--- src/rtl/traffic_pkg.sv ---
// traffic_pkg
//   Definitions shared by the walk/sensor conditioner and the traffic light
//   controller: the walk request FSM state encoding and the default cycle
//   counts derived from the 100 MHz system clock. The controller's seconds
//   divider reuses CLK_HZ.
//   No ports (package).
package traffic_pkg;

  // Walk request FSM states. The encoding is visible on req_state for debug.
  typedef enum logic [1:0] {
    IDLE    = 2'b00,
    PENDING = 2'b01,
    SERVING = 2'b10,
    LOCKOUT = 2'b11
  } walk_state_t;

  localparam int CLK_HZ          = 100_000_000;
  localparam int DEB_DEFAULT     = CLK_HZ / 100;  // 10 ms button debounce
  localparam int QUAL_DEFAULT    = CLK_HZ / 2;    // 0.5 s sensor qualification
  localparam int LOCKOUT_DEFAULT = CLK_HZ * 2;    // 2 s post-service press ignore

endpackage

--- src/rtl/sync_debounce.sv ---
// sync_debounce
//   Brings one asynchronous raw input into the clk domain through a
//   SYNC_STAGES flop chain, then holds a filtered level that only changes
//   after the synchronized input has disagreed with it for N consecutive
//   cycles. Rise and fall are filtered identically.
// Ports:
//   clk   - system clock
//   rst_n - asynchronous active-low reset (all state clears to 0)
//   din   - raw input, asynchronous to clk
//   dout  - filtered level, registered
module sync_debounce #(
  parameter int SYNC_STAGES = 2,
  parameter int N           = 1
) (
  input  logic clk,
  input  logic rst_n,
  input  logic din,
  output logic dout
);

  localparam int            CW   = $clog2(N + 1);
  localparam logic [CW-1:0] LAST = CW'(N - 1);

  logic [SYNC_STAGES-1:0] sync_q;
  logic                   synced;
  logic [CW-1:0]          cnt;

  assign synced = sync_q[SYNC_STAGES-1];

  // The counter tracks how long synced has disagreed with dout. It tops out
  // at N-1: on that edge, if the disagreement persists, dout takes the new
  // level and the counter restarts, so it can never wrap.
  always_ff @(posedge clk or negedge rst_n) begin
    if (!rst_n) begin
      sync_q <= '0;
      cnt    <= '0;
      dout   <= 1'b0;
    end else begin
      sync_q <= {sync_q[SYNC_STAGES-2:0], din};
      if (synced == dout) begin
        cnt <= '0;
      end else if (cnt == LAST) begin
        dout <= synced;
        cnt  <= '0;
      end else begin
        cnt <= cnt + 1'b1;
      end
    end
  end

endmodule

--- src/rtl/walk_sensor_conditioner.sv ---
// walk_sensor_conditioner
//   Input conditioning in front of the traffic light controller. The
//   pedestrian button and the vehicle sensor are synchronized and filtered;
//   each accepted button press latches a walk request that is held until the
//   controller has shown its walk lamp.
//   Optional build macro WALK_LOCKOUT_EN adds a LOCKOUT state after service
//   during which new presses are ignored for LOCKOUT_CYCLES clocks.
// Ports:
//   clk        - system clock
//   rst_n      - asynchronous active-low reset
//   WalkButton - raw pedestrian button (asynchronous)
//   Sensor     - raw vehicle sensor (asynchronous)
//   walk_ack   - controller WalkLamp level, high during the walk phase
//   walk_req   - latched walk request level (high only in PENDING)
//   walk_pulse - one-clk pulse per accepted press (debug/LED)
//   sensor_q   - qualified vehicle presence level
//   req_state  - walk FSM state encoding (debug)
//
// Request handshake: walk_req is a level that rises when a press is
// accepted and stays high until walk_ack is seen high; it drops on the same
// edge that SERVING is entered. The request is complete when walk_ack falls.
// walk_ack seen high while no request is outstanding is ignored.
module walk_sensor_conditioner
  import traffic_pkg::*;
#(
  parameter int SYNC_STAGES    = 2,
  parameter int DEB_CYCLES     = DEB_DEFAULT,
  parameter int QUAL_CYCLES    = QUAL_DEFAULT,
  parameter int LOCKOUT_CYCLES = LOCKOUT_DEFAULT
) (
  input  logic       clk,
  input  logic       rst_n,
  input  logic       WalkButton,
  input  logic       Sensor,
  input  logic       walk_ack,
  output logic       walk_req,
  output logic       walk_pulse,
  output logic       sensor_q,
  output logic [1:0] req_state
);

  // Cycles the debounced button must sit low before presses are accepted.
  // Covers the full sync + debounce latency, so a button held through reset
  // rises before arming completes and is never taken as a press.
  localparam int ARM_LIMIT = SYNC_STAGES + DEB_CYCLES;
  localparam int AW        = $clog2(ARM_LIMIT + 1);

  logic          btn_deb;
  logic          btn_deb_q;
  logic          armed;
  logic [AW-1:0] arm_cnt;
  logic          press;
  walk_state_t   state_q;
  walk_state_t   state_d;
  logic          rearm_q;
  logic          rearm_d;

  sync_debounce #(
    .SYNC_STAGES(SYNC_STAGES),
    .N          (DEB_CYCLES)
  ) u_btn (
    .clk  (clk),
    .rst_n(rst_n),
    .din  (WalkButton),
    .dout (btn_deb)
  );

  sync_debounce #(
    .SYNC_STAGES(SYNC_STAGES),
    .N          (QUAL_CYCLES)
  ) u_sensor (
    .clk  (clk),
    .rst_n(rst_n),
    .din  (Sensor),
    .dout (sensor_q)
  );

  // Accepted press: rising edge of the debounced button, once armed.
  assign press = btn_deb & ~btn_deb_q & armed;

  always_ff @(posedge clk or negedge rst_n) begin
    if (!rst_n) begin
      btn_deb_q  <= 1'b0;
      walk_pulse <= 1'b0;
      armed      <= 1'b0;
      arm_cnt    <= '0;
    end else begin
      btn_deb_q  <= btn_deb;
      walk_pulse <= press;
      if (btn_deb) begin
        arm_cnt <= '0;
      end else if (!armed) begin
        if (arm_cnt == AW'(ARM_LIMIT)) begin
          armed <= 1'b1;
        end else begin
          arm_cnt <= arm_cnt + 1'b1;
        end
      end
    end
  end

`ifdef WALK_LOCKOUT_EN
  localparam int LW = $clog2(LOCKOUT_CYCLES + 1);

  logic [LW-1:0] lock_cnt;
  logic          lock_done;

  // Runs only while in LOCKOUT; the final count is the LOCKOUT_CYCLES-th
  // cycle spent there.
  assign lock_done = (lock_cnt == LW'(LOCKOUT_CYCLES - 1));

  always_ff @(posedge clk or negedge rst_n) begin
    if (!rst_n) begin
      lock_cnt <= '0;
    end else if (state_q != LOCKOUT) begin
      lock_cnt <= '0;
    end else begin
      lock_cnt <= lock_cnt + 1'b1;
    end
  end
`endif

  always_ff @(posedge clk or negedge rst_n) begin
    if (!rst_n) begin
      state_q <= IDLE;
      rearm_q <= 1'b0;
    end else begin
      state_q <= state_d;
      rearm_q <= rearm_d;
    end
  end

  always_comb begin
    state_d = state_q;
    rearm_d = rearm_q;
    case (state_q)
      PENDING: begin
        // Repeat presses are absorbed; the request is already latched.
        if (walk_ack) state_d = SERVING;
      end
      SERVING: begin
        if (press) rearm_d = 1'b1;
        if (!walk_ack) begin
          // A press that lands on the same cycle as the ack fall still counts.
          if (rearm_q || press) begin
            state_d = PENDING;
            rearm_d = 1'b0;
          end else begin
`ifdef WALK_LOCKOUT_EN
            state_d = LOCKOUT;
`else
            state_d = IDLE;
`endif
          end
        end
      end
`ifdef WALK_LOCKOUT_EN
      LOCKOUT: begin
        if (lock_done) state_d = IDLE;
      end
`endif
      // IDLE, and the unused 11 encoding when lockout is not built.
      default: begin
        if (press) state_d = PENDING;
      end
    endcase
  end

  assign walk_req  = (state_q == PENDING);
  assign req_state = state_q;

endmodule

--- config.mk ---
export PLATFORM = sky130hd
export DESIGN_NAME = walk_sensor_conditioner
export DESIGN_NICKNAME = d
export VERILOG_FILES = /design/src/rtl/traffic_pkg.sv /design/src/rtl/sync_debounce.sv /design/src/rtl/walk_sensor_conditioner.sv
export SDC_FILE = /design/constraint.sdc
export NUM_CORES = 1
export LEC_CHECK = 0
export BUFFER_PORTS_ARGS = -buffer_cell sky130_fd_sc_hd__buf_2
export CAP_MARGIN = 10
export CORE_ASPECT_RATIO = 0.7
export CORE_MARGIN = 2
export CORE_UTILIZATION = 53
export DETAILED_ROUTE_END_ITERATION = 8
export PLACE_DENSITY = 0.76
export SLEW_MARGIN = 30
export SYNTH_ARGS = -nofsm -noshare
export SYNTH_HDL_FRONTEND = slang
export SYNTH_HIERARCHICAL = 1
export SYNTH_SLANG_ARGS = --single-unit
--- constraint.sdc ---
create_clock -name clk -period 2.49 [get_ports clk]
set_clock_uncertainty 0.15 [all_clocks]
set_input_delay 0.498 -clock clk [delete_from_list [all_inputs] [get_ports clk]]
set_output_delay 0.498 -clock clk [all_outputs]
set_load 0.02 [all_outputs]
==> tab_implementation.tex, run 1 <==
\begin{tabular}{lr}
\hline
Metric & Value \\
\hline
\multicolumn{2}{l}{\textbf{Worst setup path}} \\
\quad CP Data Required Time & 2.63 ns \\
\quad Worst setup slack for register-to-register paths & $\sim$0.24 ns \\
\quad Worst setup path class & flip-flop to flip-flop \\
\quad R2R cell count & 4 \\
\quad Worst path top cell family by delay & simple AND/OR/NAND/NOR gates \\
\quad Type of element capturing the critical path & flip-flop \\
\quad Buffers \& Inverters on Critical Path & 0 \\
\quad Critical register-to-register path endpoint & u\_sensor/cnt[23] \\
\quad R2R Path Start & u\_sensor/cnt[4] \\
\quad Stage delay of the slowest cell on the critical path & roughly 0.73 ns \\
\quad Peak fanout along the critical path & 10 \\
\quad WP data arrival & approximately 2.4 ns \\
\quad Critical-path top delay cell & sky130\_fd\_sc\_hd\_\_or4\_1 \\
\quad CP cell instances & nand3\_1, or4\_1, or4\_4, a21oi\_2 \\
\quad Startpoint types & flip-flop \\
\multicolumn{2}{l}{\textbf{Floorplan}} \\
\quad Initial cell density of the core & 54.35\% \\
\quad Horizontal die dimension & about 110 um \\
\quad Core ar. & approximately 0.0072 sq mm \\
\quad Std cell rows & 26 \\
\quad DIE HEIGHT & approximately 76 um \\
\quad Die footprint & 0.008121 sq mm \\
\quad IO Pins & 10 \\
\multicolumn{2}{l}{\textbf{Route}} \\
\quad Count of unresolved DRC violations after routing & 0 \\
\quad Iteration count of the initial detailed-routing pass & 4 \\
\quad Total via count in the routed design & just under 3k \\
\quad Total detailed-routing wirelength & between 7 and 8 mm \\
\quad Via count normalized by instance count & 5.782 \\
\quad Count of routing violations after the opening detailed-route iteration & approximately 170 \\
\quad Post-detailed-route count of antenna-violating nets & 0 \\
\quad Routed wire per std cell & about 15 um \\
\multicolumn{2}{l}{\textbf{Clock network}} \\
\quad Number of buffers on the longest clock path & 2 \\
\quad CTS root buf & sky130\_fd\_sc\_hd\_\_clkbuf\_8 \\
\quad Clock Sink Count & approximately 80 \\
\quad Depth of the CTS H-tree & 3 \\
\quad CTS tree & done \\
\quad CTS clk-pin slew, worst paths & $\sim$0.08 ns \\
\quad Clock Latency Late Sink & roughly 0.35 ns \\
\quad Count of buffers added by post-CTS timing repair for setup & 0 \\
\quad Number of gates given a new drive strength after cts & 0 \\
\quad Hold buffer count at cts & 1 \\
\quad Total clock buffers created by CTS & 9 \\
\multicolumn{2}{l}{\textbf{Synth}} \\
\quad Post-synth cell types & 46 \\
\quad Number of standard cells after synthesis & 391 \\
\quad Cell accounting for the most synthesized area & sky130\_fd\_sc\_hd\_\_dfrtp\_1 \\
\quad Synthesized flop and latch total & just under 80 \\
\quad Mean cell area of the mapped netlist & roughly 10 sq um \\
\quad Area of the mapped netlist & roughly 0.004 sq mm \\
\quad Sequential share of the synthesized area & 49.73\% \\
\quad Synth Warn \# & 6 \\
\quad Syn\_nets & about 400 \\
\quad Biggest area contributors in the synthesized netlist & sky130\_fd\_sc\_hd\_\_dfrtp\_1 (50\%), sky130\_fd\_sc\_hd\_\_xor2\_1 (5.6\%), sky130\_fd\_sc\_hd\_\_nor2\_1 (5.3\%), sky130\_fd\_sc\_hd\_\_xnor2\_1 (4.2\%), sky130\_fd\_sc\_hd\_\_nand3\_1 (2.8\%) \\
\quad Area share of the largest cell type after synthesis & roughly half \\
\multicolumn{2}{l}{\textbf{Pwr}} \\
\quad PnR Total Power & roughly 2.3 mW \\
\quad Power per unit of standard cell area & approximately 530 mW/mm\^{}2 \\
\quad Net switching power & around 0.53 mW \\
\quad VDD IR max & 380.3 uV \\
\quad Switching share of power & between 20\% and 30\% \\
\quad Internal power contribution & between 1.5 and 2 mW \\
\quad Reported leakage power & approximately 1.8 nW \\
\quad Part of the total power dissipated in combinational logic & around 3.3\% \\
\quad Clock share of power & between 40 and 50\% \\
\quad Sequential cell fraction of total power & a little under three fifths \\
\multicolumn{2}{l}{\textbf{GRT}} \\
\quad Number of antenna violations at the first check in global routing & 0 \\
\quad Pin count of the biggest net entering global routing & 45 \\
\quad Vias in the first global route & roughly 2.6k \\
\quad Global-route usage over all layers & $\sim$20\% \\
\quad Gr ovfl total & 0 \\
\quad Global-route wire length before repair & approximately 13 mm \\
\multicolumn{2}{l}{\textbf{Cells and area}} \\
\quad Number of fillers in the final layout & 624 \\
\quad Antenna diode instance count & 0 \\
\quad Layout area overhead & 10.04\% \\
\quad Area of the multi-input gates & roughly 0.0019 sq mm \\
\quad Final layout net count & between 400 and 500 \\
\quad Area taken by flip-flops and latches & 0.001952 sq mm \\
\quad Highest-count cells in the layout ignoring fill and taps & sky130\_fd\_sc\_hd\_\_dfrtp\_1 (78), sky130\_fd\_sc\_hd\_\_nor2\_1 (55), sky130\_fd\_sc\_hd\_\_xor2\_1 (25) \\
\quad Leading cell type in the layout, fill and taps excluded & sky130\_fd\_sc\_hd\_\_dfrtp\_1 \\
\quad Final instance count without filler cells & roughly 500 \\
\quad Share of final-layout standard cells stronger than drive strength 1 & 11.08\% \\
\multicolumn{2}{l}{\textbf{Timing}} \\
\quad Upper clock frequency limit & 445.0 MHz \\
\quad Worst-case setup margin in the final layout & $\sim$0.24 ns \\
\quad Final period demand of the worst path & approximately 2.2 ns \\
\quad Setup repair after global routing missed its margin & no \\
\quad Setup Total Neg Slack & 0 ns \\
\quad Final worst-path cycle share & 90.26\% \\
\quad Number of setup violations in the final report & 0 \\
\quad Hold violation count in the final report & 0 \\
\quad Final count of pins violating max slew & 0 \\
\quad Worst slew margin & roughly 57\% \\
\quad Tightest Pin Transition & 0.6447 ns \\
\quad Final worst hold slack & between 0.1 and 0.15 ns \\
\multicolumn{2}{l}{\textbf{Placement}} \\
\quad Routability Congestion & 0.8791 \\
\quad Place WS & 0.2719 ns \\
\quad Cell count after placement & 496 \\
\quad HPWL after detailed placement & $\sim$5.3 mm \\
\quad Port buffer count & 9 \\
\multicolumn{2}{l}{\textbf{Flow run}} \\
\quad Number of max-cap violations & 0 \\
\multicolumn{2}{l}{\textbf{Min path}} \\
\quad Instance count along the most critical hold path & 1 \\
\quad Critical hold path startpoint & Sensor \\
\quad Worst Hold Endpoint & u\_sensor/sync\_q[0] \\
\quad Class of the most critical hold timing path & input pin to flip-flop \\
\multicolumn{2}{l}{\textbf{Run status}} \\
\quad Status & finished, final reports clean \\
\hline
\end{tabular}
-- registers in the layout, indices dropped and copies added (netlist names) --
signal and count:
u_sensor/dout 1, rearm_q 1, req_state 2, u_btn/dout 1, u_btn/cnt 20, walk_pulse 1
u_sensor/cnt 26, armed 1, u_btn/sync_q 2, arm_cnt 20, btn_deb_q 1, u_sensor/sync_q 2
-- worst register-to-register path: stages, from the launching register on --
cell                      delay [ns]
sky130_fd_sc_hd__dfrtp_1        0.42
sky130_fd_sc_hd__nand3_1        0.21
sky130_fd_sc_hd__or4_1          0.73
sky130_fd_sc_hd__or4_4          0.54
sky130_fd_sc_hd__a21oi_2        0.14
-- kinds of logic (layout without fill, tap and decap cells) --
family	count (synthesis)	count (layout)	synth area share, %
AOI/OAI and AO/OA	49	49	7.428
buffers and inverters	18	42	2.136
xor gates and xnor gates	44	44	9.818
muxes	5	5	1.371
adders and majority gates	5	5	1.594
and+or+nand+nor	192	192	27.93
DFF	78	78	49.73
-- per-layer routing --
| layer | vias to the layer above | track usage [%] | wire length [um] |
|---|---|---|---|
| met5 | - | 0 | 0 |
| met4 | 0 | 4.675 | 53 |
| met3 | 5 | 5.902 | 337 |
| met2 | 61 | 27.39 | 3322 |
| met1 | 1456 | 30.52 | 3819 |
| li1 | 1444 | - | - |
-- power groups by stage --
| stage | clock network [mW] | logic [mW] | registers, mW |
|---|---|---|---|
| after global routing | 1.02 | 0.0901 | 1.30 |
| after global placement | 0 | 0.0744 | 1.32 |
| after floorplan | 0 | 0.0330 | 1.32 |
| final | 0.932 | 0.0752 | 1.30 |
| after detailed placement | 0 | 0.0761 | 1.32 |
| after CTS | 0.965 | 0.0779 | 1.30 |
-- Yosys cell counts, drive strengths merged --
cell and n:
o211ai 1, mux2i 2, ha 5, nor4b 6, nor3b 1, inv 10
o21ba 1, nor2b 1, a31oi 2, mux2 3, nand2 23, nand4b 1
a211oi 1, o2bb2a 1, nor3 8, o41ai 1, or4 7, and3 8
or3 12, nand3b 4, a21oi 18, nand4 19, xnor2 19, and2 6
and4bb 1, dfrtp 78, clkbuf 4, o31ai 4, nand3 23, nor2 55
and4 8, o21ai 20, buf 4, nor4 9, xor2 25
-- how the worst max path moves through the flow --
| stage | start | to | cells past startpoint |
|---|---|---|---|
| floorplan | u_sensor/cnt[2] | u_sensor/cnt[23] | 6 |
| global placement | u_sensor/cnt[4] | u_sensor/cnt[25] | 4 |
| detailed placement | u_sensor/cnt[4] | u_sensor/cnt[23] | 4 |
| CTS | u_sensor/cnt[4] | u_sensor/cnt[23] | 4 |
| global route | u_sensor/cnt[4] | u_sensor/cnt[25] | 4 |
| finish | u_sensor/cnt[4] | u_sensor/cnt[23] | 4 |
-- cell type report --
cell class	instances	share of cell area [%]
inverter	10	0.8691
timing repair buffer	16	2.665
clock inverter	5	1.390
clock buffer	11	3.042
multi-input combinational	295	44.00
sequential	78	45.19
tap	98	2.839
-- through the flow --
| step | cell area, sq um | utilization (%) |
|---|---|---|
| after global placement | 4118 | 57.02 |
| after CTS | 4319 | 59.81 |
| after floorplan | 3925 | - |
| after global routing | 4319 | 59.81 |
| final | 4319 | 59.81 |
| after detailed placement | 4118 | 57.02 |
(Power assumes the default switching activity.)
==> run 2: changes to the inputs <==
--- a/config.mk
+++ b/config.mk
@@ -9,9 +9,9 @@
 export CAP_MARGIN = 10
 export CORE_ASPECT_RATIO = 0.7
 export CORE_MARGIN = 2
-export CORE_UTILIZATION = 53
+export CORE_UTILIZATION = 51
 export DETAILED_ROUTE_END_ITERATION = 8
-export PLACE_DENSITY = 0.76
+export PLACE_DENSITY = 0.74
 export SLEW_MARGIN = 30
 export SYNTH_ARGS = -nofsm -noshare
 export SYNTH_HDL_FRONTEND = slang
==> run 2 against run 1 <==
  * First-iteration DRC count decreased by 19%
  * Die area increased by 3.7%
  * Global-route usage increased by 0.36 points
  * Combinational power decreased by 1%
  * Power increased by 6.9%
  * Count of clock-buffer cells in the layout increased by 2
  * Critical path depth unchanged
  * Utilization decreased by 0.84 points
  * Non-clock buffer count decreased by 1
  * Cell area increased by 0.81%
  * Critical path type unchanged
==> tab_implementation.tex, run 2 (synthesized netlist as in run 1, its figures left out) <==
\begin{tabular}{lr}
\hline
Metric & Value \\
\hline
\multicolumn{2}{l}{\textbf{Worst setup path}} \\
\quad Peak fanout along the critical path & 10 \\
\quad Worst setup path class & flip-flop to flip-flop \\
\quad Critical-path top delay cell & sky130\_fd\_sc\_hd\_\_or4\_1 \\
\quad Stage delay of the slowest cell on the critical path & roughly 0.67 ns \\
\quad Worst path top cell family by delay & simple AND/OR/NAND/NOR gates \\
\quad WP data arrival & about 2.4 ns \\
\quad CP cell instances & nand4\_1, or4\_1, or4\_4, a21oi\_2 \\
\quad Startpoint types & flip-flop \\
\quad Type of element capturing the critical path & flip-flop \\
\quad Buffers \& Inverters on Critical Path & 0 \\
\quad CP Data Required Time & about 2.6 ns \\
\multicolumn{2}{l}{\textbf{Timing}} \\
\quad Final count of pins violating max slew & 0 \\
\quad Setup repair after global routing missed its margin & no \\
\quad Tightest Pin Transition & roughly 0.62 ns \\
\quad Final period demand of the worst path & 2.222 ns \\
\quad Number of setup violations in the final report & 0 \\
\quad Final worst hold slack & slightly below 0.1 ns \\
\quad Final worst-path cycle share & between 80\% and 90\% \\
\quad Setup Total Neg Slack & 0 ns \\
\quad Upper clock frequency limit & 450.0 MHz \\
\quad Hold violation count in the final report & 0 \\
\quad Worst slew margin & 57.96\% \\
\multicolumn{2}{l}{\textbf{Route}} \\
\quad Total via count in the routed design & approximately 2.9k \\
\quad Via count normalized by instance count & roughly 5.7 \\
\quad Routed wire per std cell & 14.35 um \\
\quad Routed metal-1 wire length & roughly 3.9 mm \\
\quad Post-detailed-route count of antenna-violating nets & 0 \\
\quad Length of routed met2 wiring & between 2 and 3 mm \\
\quad Total detailed-routing wirelength & approximately 7.3 mm \\
\quad Count of unresolved DRC violations after routing & 0 \\
\quad Iteration count of the initial detailed-routing pass & 4 \\
\quad Met3 routed WL & around 430 um \\
\quad Count of routing violations after the opening detailed-route iteration & between 100 and 150 \\
\quad Highest metal layer with signal wires & met4 \\
\multicolumn{2}{l}{\textbf{Cells and area}} \\
\quad Layout area overhead & 10.93\% \\
\quad Registers with the most flip-flops & u\_sensor/cnt: 26 flops, arm\_cnt: 20 flops, u\_btn/cnt: 20 flops \\
\quad Final layout net count & about 420 \\
\quad Largest reg by FF count & u\_sensor/cnt \\
\quad Share of final-layout standard cells stronger than drive strength 1 & 11.11\% \\
\quad Antenna diode instance count & 0 \\
\quad Max reg flops & 26 \\
\quad Leading cell type in the layout, fill and taps excluded & sky130\_fd\_sc\_hd\_\_dfrtp\_1 \\
\quad Highest-count cells in the layout ignoring fill and taps & sky130\_fd\_sc\_hd\_\_dfrtp\_1 (78), sky130\_fd\_sc\_hd\_\_nor2\_1 (55), sky130\_fd\_sc\_hd\_\_xor2\_1 (25) \\
\multicolumn{2}{l}{\textbf{Floorplan}} \\
\quad Horizontal die dimension & 108.9 um \\
\quad Core ar. & roughly 0.0074 sq mm \\
\quad Die footprint & between 0.008 and 0.009 sq mm \\
\quad Std cell rows & 26 \\
\quad Initial cell density of the core & between 50\% and 60\% \\
\quad IO Pins & 10 \\
\quad DIE HEIGHT & $\sim$77 um \\
\multicolumn{2}{l}{\textbf{Run status}} \\
\quad Status & finished, final reports clean \\
\multicolumn{2}{l}{\textbf{Clock network}} \\
\quad Number of gates given a new drive strength after cts & 0 \\
\quad Clock Sink Count & between 70 and 80 \\
\quad Number of buffers on the longest clock path & 2 \\
\quad CTS root buf & sky130\_fd\_sc\_hd\_\_clkbuf\_8 \\
\quad Total clock buffers created by CTS & 9 \\
\quad Depth of the CTS H-tree & 3 \\
\quad Count of buffers added by post-CTS timing repair for setup & 0 \\
\quad CTS clk-pin slew, worst paths & around 0.070 ns \\
\quad Clock Latency Late Sink & about 0.36 ns \\
\quad CTS tree & done \\
\multicolumn{2}{l}{\textbf{Pwr}} \\
\quad Net switching power & 0.5092 mW \\
\quad Internal power contribution & roughly 2.0 mW \\
\quad VDD IR max & around 500 uV \\
\quad Reported leakage power & $\sim$1.8 nW \\
\quad Switching share of power & between 20\% and 30\% \\
\quad Sequential cell fraction of total power & between 50\% and 60\% \\
\quad Power per unit of standard cell area & $\sim$570 mW/mm\^{}2 \\
\quad Clock share of power & between 40 and 50\% \\
\quad Part of the total power dissipated in combinational logic & 3.0\% \\
\multicolumn{2}{l}{\textbf{GRT}} \\
\quad Global-route usage over all layers & about a fifth \\
\quad Gr ovfl total & 0 \\
\quad Pin count of the biggest net entering global routing & about 50 \\
\quad Global-route wire length before repair & 13.10 mm \\
\quad Number of antenna violations at the first check in global routing & 0 \\
\quad Vias in the first global route & between 2k and 3k \\
\multicolumn{2}{l}{\textbf{Placement}} \\
\quad Port buffer count & 9 \\
\quad Routability Congestion & 0.8763 \\
\quad HPWL after detailed placement & 5.098 mm \\
\multicolumn{2}{l}{\textbf{Min path}} \\
\quad Class of the most critical hold timing path & input pin to flip-flop \\
\multicolumn{2}{l}{\textbf{Flow run}} \\
\quad Number of max-cap violations & 0 \\
\hline
\end{tabular}
run 2: per-layer routing:
| metal | global-route usage, % | vias to the layer above |
|---|---|---|
| li1 | - | 1434 |
| met4 | 5.000 | 0 |
| met1 | 29.66 | 1395 |
| met2 | 27.88 | 57 |
| met5 | 0 | - |
| met3 | 7.731 | 9 |
run 2: per-stage QoR:
step | instances | util (%) | power, mW | setup WS (ns) | cell area, sq um
3_3_place_gp | 495 | 55.66 | 1.393 | 0.3559 | 4110
3_5_place_dp | 495 | 55.66 | 1.397 | 0.3147 | 4110
4_1_cts | 512 | 58.96 | 2.509 | 0.2773 | 4354
6_report | 512 | 58.96 | 2.462 | 0.2676 | 4354
2_1_floorplan | 391 | - | 1.350 | 0.4750 | 3925
5_1_grt | 512 | 58.96 | 2.577 | 0.1882 | 4354
run 2: path summary, 6_finish.rpt:
path	start	endpoint	slack, ns	cells after the start
max reg2reg	u_sensor/cnt[2]	u_sensor/cnt[23]	0.27	4
max in group asynchronous	rst_n	u_btn/cnt[4]	1.16	3
min	WalkButton	u_btn/sync_q[0]	0.1	1
min reg2reg	u_btn/sync_q[0]	u_btn/sync_q[1]	0.21	0
max	u_sensor/cnt[2]	u_sensor/cnt[23]	0.27	4
min in group asynchronous	rst_n	req_state[1]	0.46	2
run 2: layout make-up:
class / count / area [sq um]
fill: 639 / 3030
inverter: 10 / 37.54
tap: 98 / 122.6
clock buffer: 13 / 168.9
sequential: 78 / 1952
multi-input combinational: 295 / 1901
timing repair buffer: 15 / 107.6
clock inverter: 3 / 65.06
run 2: what timing repair did:
item / in CTS / in global routing
hold endpoints to repair: 30 / 0
hold buffers: 1 / 0
endpoints found under the setup margin: 0 / 0
run 2: power by group through the flow:
stage          Clock, mW  Combinational (mW)  Sequential (mW)
2_1_floorplan          0              0.0330             1.32
3_5_place_dp           0              0.0758             1.32
5_1_grt             1.19              0.0878             1.30
6_report            1.09              0.0743             1.30
4_1_cts             1.14              0.0777             1.30
3_3_place_gp           0              0.0734             1.32
==> run 3: changes to the inputs <==
==> constraint.sdc (replaced) <==
create_clock -name clk -period 2.8 [get_ports clk]
set_clock_uncertainty 0.15 [all_clocks]
set_input_delay 0.56 -clock clk [delete_from_list [all_inputs] [get_ports clk]]
set_output_delay 0.56 -clock clk [all_outputs]
set_load 0.02 [all_outputs]
==> run 3 against run 2 <==
  * Die area stayed put
  * Highest routed layer unchanged
  * Worst hold slack worse by 0.059 ns
  * Final cell count is 0.59% lower
  * Combinational power is 14% lower
  * Power is 17% lower
  * Via count is 1.3% higher
  * Count of clock-buffer cells in the layout is 2 lower
  * Cell area is 1.4% lower
  * Non-clock buffer count is 2 lower
  * First-iteration DRC count is 80% higher
  * Sequential power is 12% lower
==> tab_implementation.tex, run 3 (synthesized netlist as in run 1, its figures left out) <==
\begin{tabular}{lr}
\hline
Metric & Value \\
\hline
\multicolumn{2}{l}{\textbf{Worst setup path}} \\
\quad Critical register-to-register path endpoint & u\_sensor/cnt[25] \\
\quad Peak fanout along the critical path & 10 \\
\quad Worst setup path start & u\_sensor/cnt[7] \\
\quad R2R Path Start & u\_sensor/cnt[7] \\
\quad CP Data Required Time & slightly below 3 ns \\
\quad Worst setup path class & flip-flop to flip-flop \\
\quad R2R cell count & 4 \\
\quad WP data arrival & around 2.3 ns \\
\quad Worst setup slack for register-to-register paths & roughly 0.6 ns \\
\quad Type of element capturing the critical path & flip-flop \\
\quad Startpoint types & flip-flop \\
\multicolumn{2}{l}{\textbf{Route}} \\
\quad Total via count in the routed design & 2934 \\
\quad Via count normalized by instance count & a little under 6 \\
\quad Post-detailed-route count of antenna-violating nets & 0 \\
\quad Iteration count of the initial detailed-routing pass & 4 \\
\quad Count of unresolved DRC violations after routing & 0 \\
\quad Total detailed-routing wirelength & 7.601 mm \\
\quad Count of routing violations after the opening detailed-route iteration & 252 \\
\quad Routed wire per std cell & 14.93 um \\
\multicolumn{2}{l}{\textbf{Floorplan}} \\
\quad Initial cell density of the core & a little over half \\
\quad Std cell rows & 26 \\
\quad Core ar. & $\sim$0.0074 sq mm \\
\quad Horizontal die dimension & about 110 um \\
\quad DIE HEIGHT & 77.40 um \\
\quad Die footprint & around 0.0084 sq mm \\
\quad IO Pins & 10 \\
\multicolumn{2}{l}{\textbf{Clock network}} \\
\quad Number of buffers on the longest clock path & 2 \\
\quad Hold buffer count at cts & 0 \\
\quad Depth of the CTS H-tree & 3 \\
\quad CTS tree & done \\
\quad CTS clk-pin slew, worst paths & 0.08 ns \\
\quad CTS root buf & sky130\_fd\_sc\_hd\_\_clkbuf\_8 \\
\quad Total clock buffers created by CTS & 9 \\
\quad Clock Latency Late Sink & around 0.36 ns \\
\quad Number of gates given a new drive strength after cts & 0 \\
\quad Clock Sink Count & around 80 \\
\quad Count of buffers added by post-CTS timing repair for setup & 0 \\
\multicolumn{2}{l}{\textbf{Cells and area}} \\
\quad Layout area overhead & 9.340\% \\
\quad Highest-count cells in the layout ignoring fill and taps & sky130\_fd\_sc\_hd\_\_dfrtp\_1 (78), sky130\_fd\_sc\_hd\_\_nor2\_1 (55), sky130\_fd\_sc\_hd\_\_xor2\_1 (25) \\
\quad Antenna diode instance count & 0 \\
\quad Utilization after layout & 58.12\% \\
\quad Max reg flops & 26 \\
\quad Final layout net count & $\sim$420 \\
\quad Share of final-layout standard cells stronger than drive strength 1 & between 10\% and 20\% \\
\quad Largest reg by FF count & u\_sensor/cnt \\
\quad Registers with the most flip-flops & u\_sensor/cnt: 26 flops, arm\_cnt: 20 flops, u\_btn/cnt: 20 flops \\
\quad Leading cell type in the layout, fill and taps excluded & sky130\_fd\_sc\_hd\_\_dfrtp\_1 \\
\multicolumn{2}{l}{\textbf{Pwr}} \\
\quad Clock share of power & between 40 and 50\% \\
\quad Part of the total power dissipated in combinational logic & slightly above 3\% \\
\quad Reported leakage power & around 1.8 nW \\
\quad Power per unit of standard cell area & roughly 480 mW/mm\^{}2 \\
\quad Net switching power & 0.4592 mW \\
\quad Internal power contribution & around 1.6 mW \\
\quad Sequential cell fraction of total power & roughly 56\% \\
\quad VDD IR max & approximately 360 uV \\
\quad Switching share of power & between 20\% and 30\% \\
\multicolumn{2}{l}{\textbf{Timing}} \\
\quad Setup Total Neg Slack & 0 ns \\
\quad Final period demand of the worst path & 2.209 ns \\
\quad Upper clock frequency limit & between 400 and 500 MHz \\
\quad Final count of pins violating max slew & 0 \\
\quad Hold violation count in the final report & 0 \\
\quad Worst slew margin & 53.52\% \\
\quad Tightest Pin Transition & 0.6972 ns \\
\quad Number of setup violations in the final report & 0 \\
\quad Final worst-path cycle share & a little under 80\% \\
\quad Setup repair after global routing missed its margin & no \\
\multicolumn{2}{l}{\textbf{Min path}} \\
\quad Class of the most critical hold timing path & input pin to asynchronous set/reset pin \\
\multicolumn{2}{l}{\textbf{GRT}} \\
\quad Global-route usage over all layers & 20.48\% \\
\quad Vias in the first global route & between 2k and 3k \\
\quad Global-route wire length before repair & about 13 mm \\
\quad Pin count of the biggest net entering global routing & 79 \\
\quad Number of antenna violations at the first check in global routing & 0 \\
\quad Gr ovfl total & 0 \\
\multicolumn{2}{l}{\textbf{Placement}} \\
\quad Routability Congestion & between 0.8 and 0.9 \\
\quad Port buffer count & 9 \\
\quad HPWL after detailed placement & around 5.1 mm \\
\multicolumn{2}{l}{\textbf{Run status}} \\
\quad Status & finished, final reports clean \\
\multicolumn{2}{l}{\textbf{Flow run}} \\
\quad Number of max-cap violations & 0 \\
\hline
\end{tabular}
-- run 3: cell types whose count changed in the layout (fill, tap and decap cells not counted), sizes merged --
cell | before | now
clkinv | 1 | 2
bufinv | 2 | 1
dlygate4sd3 | 1 | 0
clkbuf | 13 | 11
clkinvlp | 0 | 1
buf | 14 | 13
-- run 3: routing by layer --
| metal | vias up | global-route usage (%) | part of all wire, % | routed length (um) |
|---|---|---|---|---|
| li1 | 1436 | - | - | - |
| met1 | 1428 | 29.87 | 51 | 3907 |
| met2 | 60 | 28.81 | 43 | 3236 |
| met3 | 10 | 6.218 | 4.6 | 352 |
| met4 | 0 | 7.436 | 1.4 | 104 |
| met5 | - | 0 | 0 | 0 |
-- run 3: worst max-delay path, stage by stage, from the launching register on --
cell and delay [ns]:
sky130_fd_sc_hd__dfrtp_1 0.47, sky130_fd_sc_hd__nand3_2 0.13, sky130_fd_sc_hd__or4_1 0.71, sky130_fd_sc_hd__or4_1 0.52
sky130_fd_sc_hd__a21oi_1 0.16
-- run 3: cell type report --
class	instances	area [sq um]
clock buffer	11	141.4
timing repair buffer	13	90.09
tap	98	122.6
inverter	10	37.54
fill	627	3093
clock inverter	4	47.55
sequential	78	1952
multi-input combinational	295	1901
-- run 3: stage by stage --
stage | area, sq um | hold slack (ns) | setup WS [ns] | instances | power [mW]
floorplan | 3925 | 0.1144 | 0.7850 | 391 | 1.200
global placement | 4103 | 0.1852 | 0.6757 | 494 | 1.238
detailed placement | 4103 | 0.1847 | 0.5966 | 494 | 1.241
CTS | 4292 | 0.06433 | 0.5965 | 509 | 2.075
global route | 4292 | 0.08647 | 0.4736 | 509 | 2.138
finish | 4292 | 0.03737 | 0.5914 | 509 | 2.048
-- run 3: power groups by stage --
stage | combinational [mW] | sequential, mW | clock [mW]
final | 0.0640 | 1.15 | 0.831
after global routing | 0.0752 | 1.16 | 0.907
after CTS | 0.0665 | 1.15 | 0.855
after detailed placement | 0.0658 | 1.18 | 0
after global placement | 0.0642 | 1.17 | 0
after floorplan | 0.0293 | 1.17 | 0
-- run 3: worst max path at each step --
| stage | slack (ns) | end | cells after the start |
|---|---|---|---|
| 6_report | 0.59 | u_sensor/cnt[25] | 4 |
| 5_1_grt | 0.47 | u_sensor/cnt[25] | 4 |
| 4_1_cts | 0.60 | u_sensor/cnt[25] | 4 |
| 3_5_place_dp | 0.60 | u_sensor/cnt[25] | 4 |
| 3_3_place_gp | 0.68 | u_sensor/cnt[25] | 4 |
| 2_1_floorplan | 0.79 | u_sensor/cnt[23] | 6 |
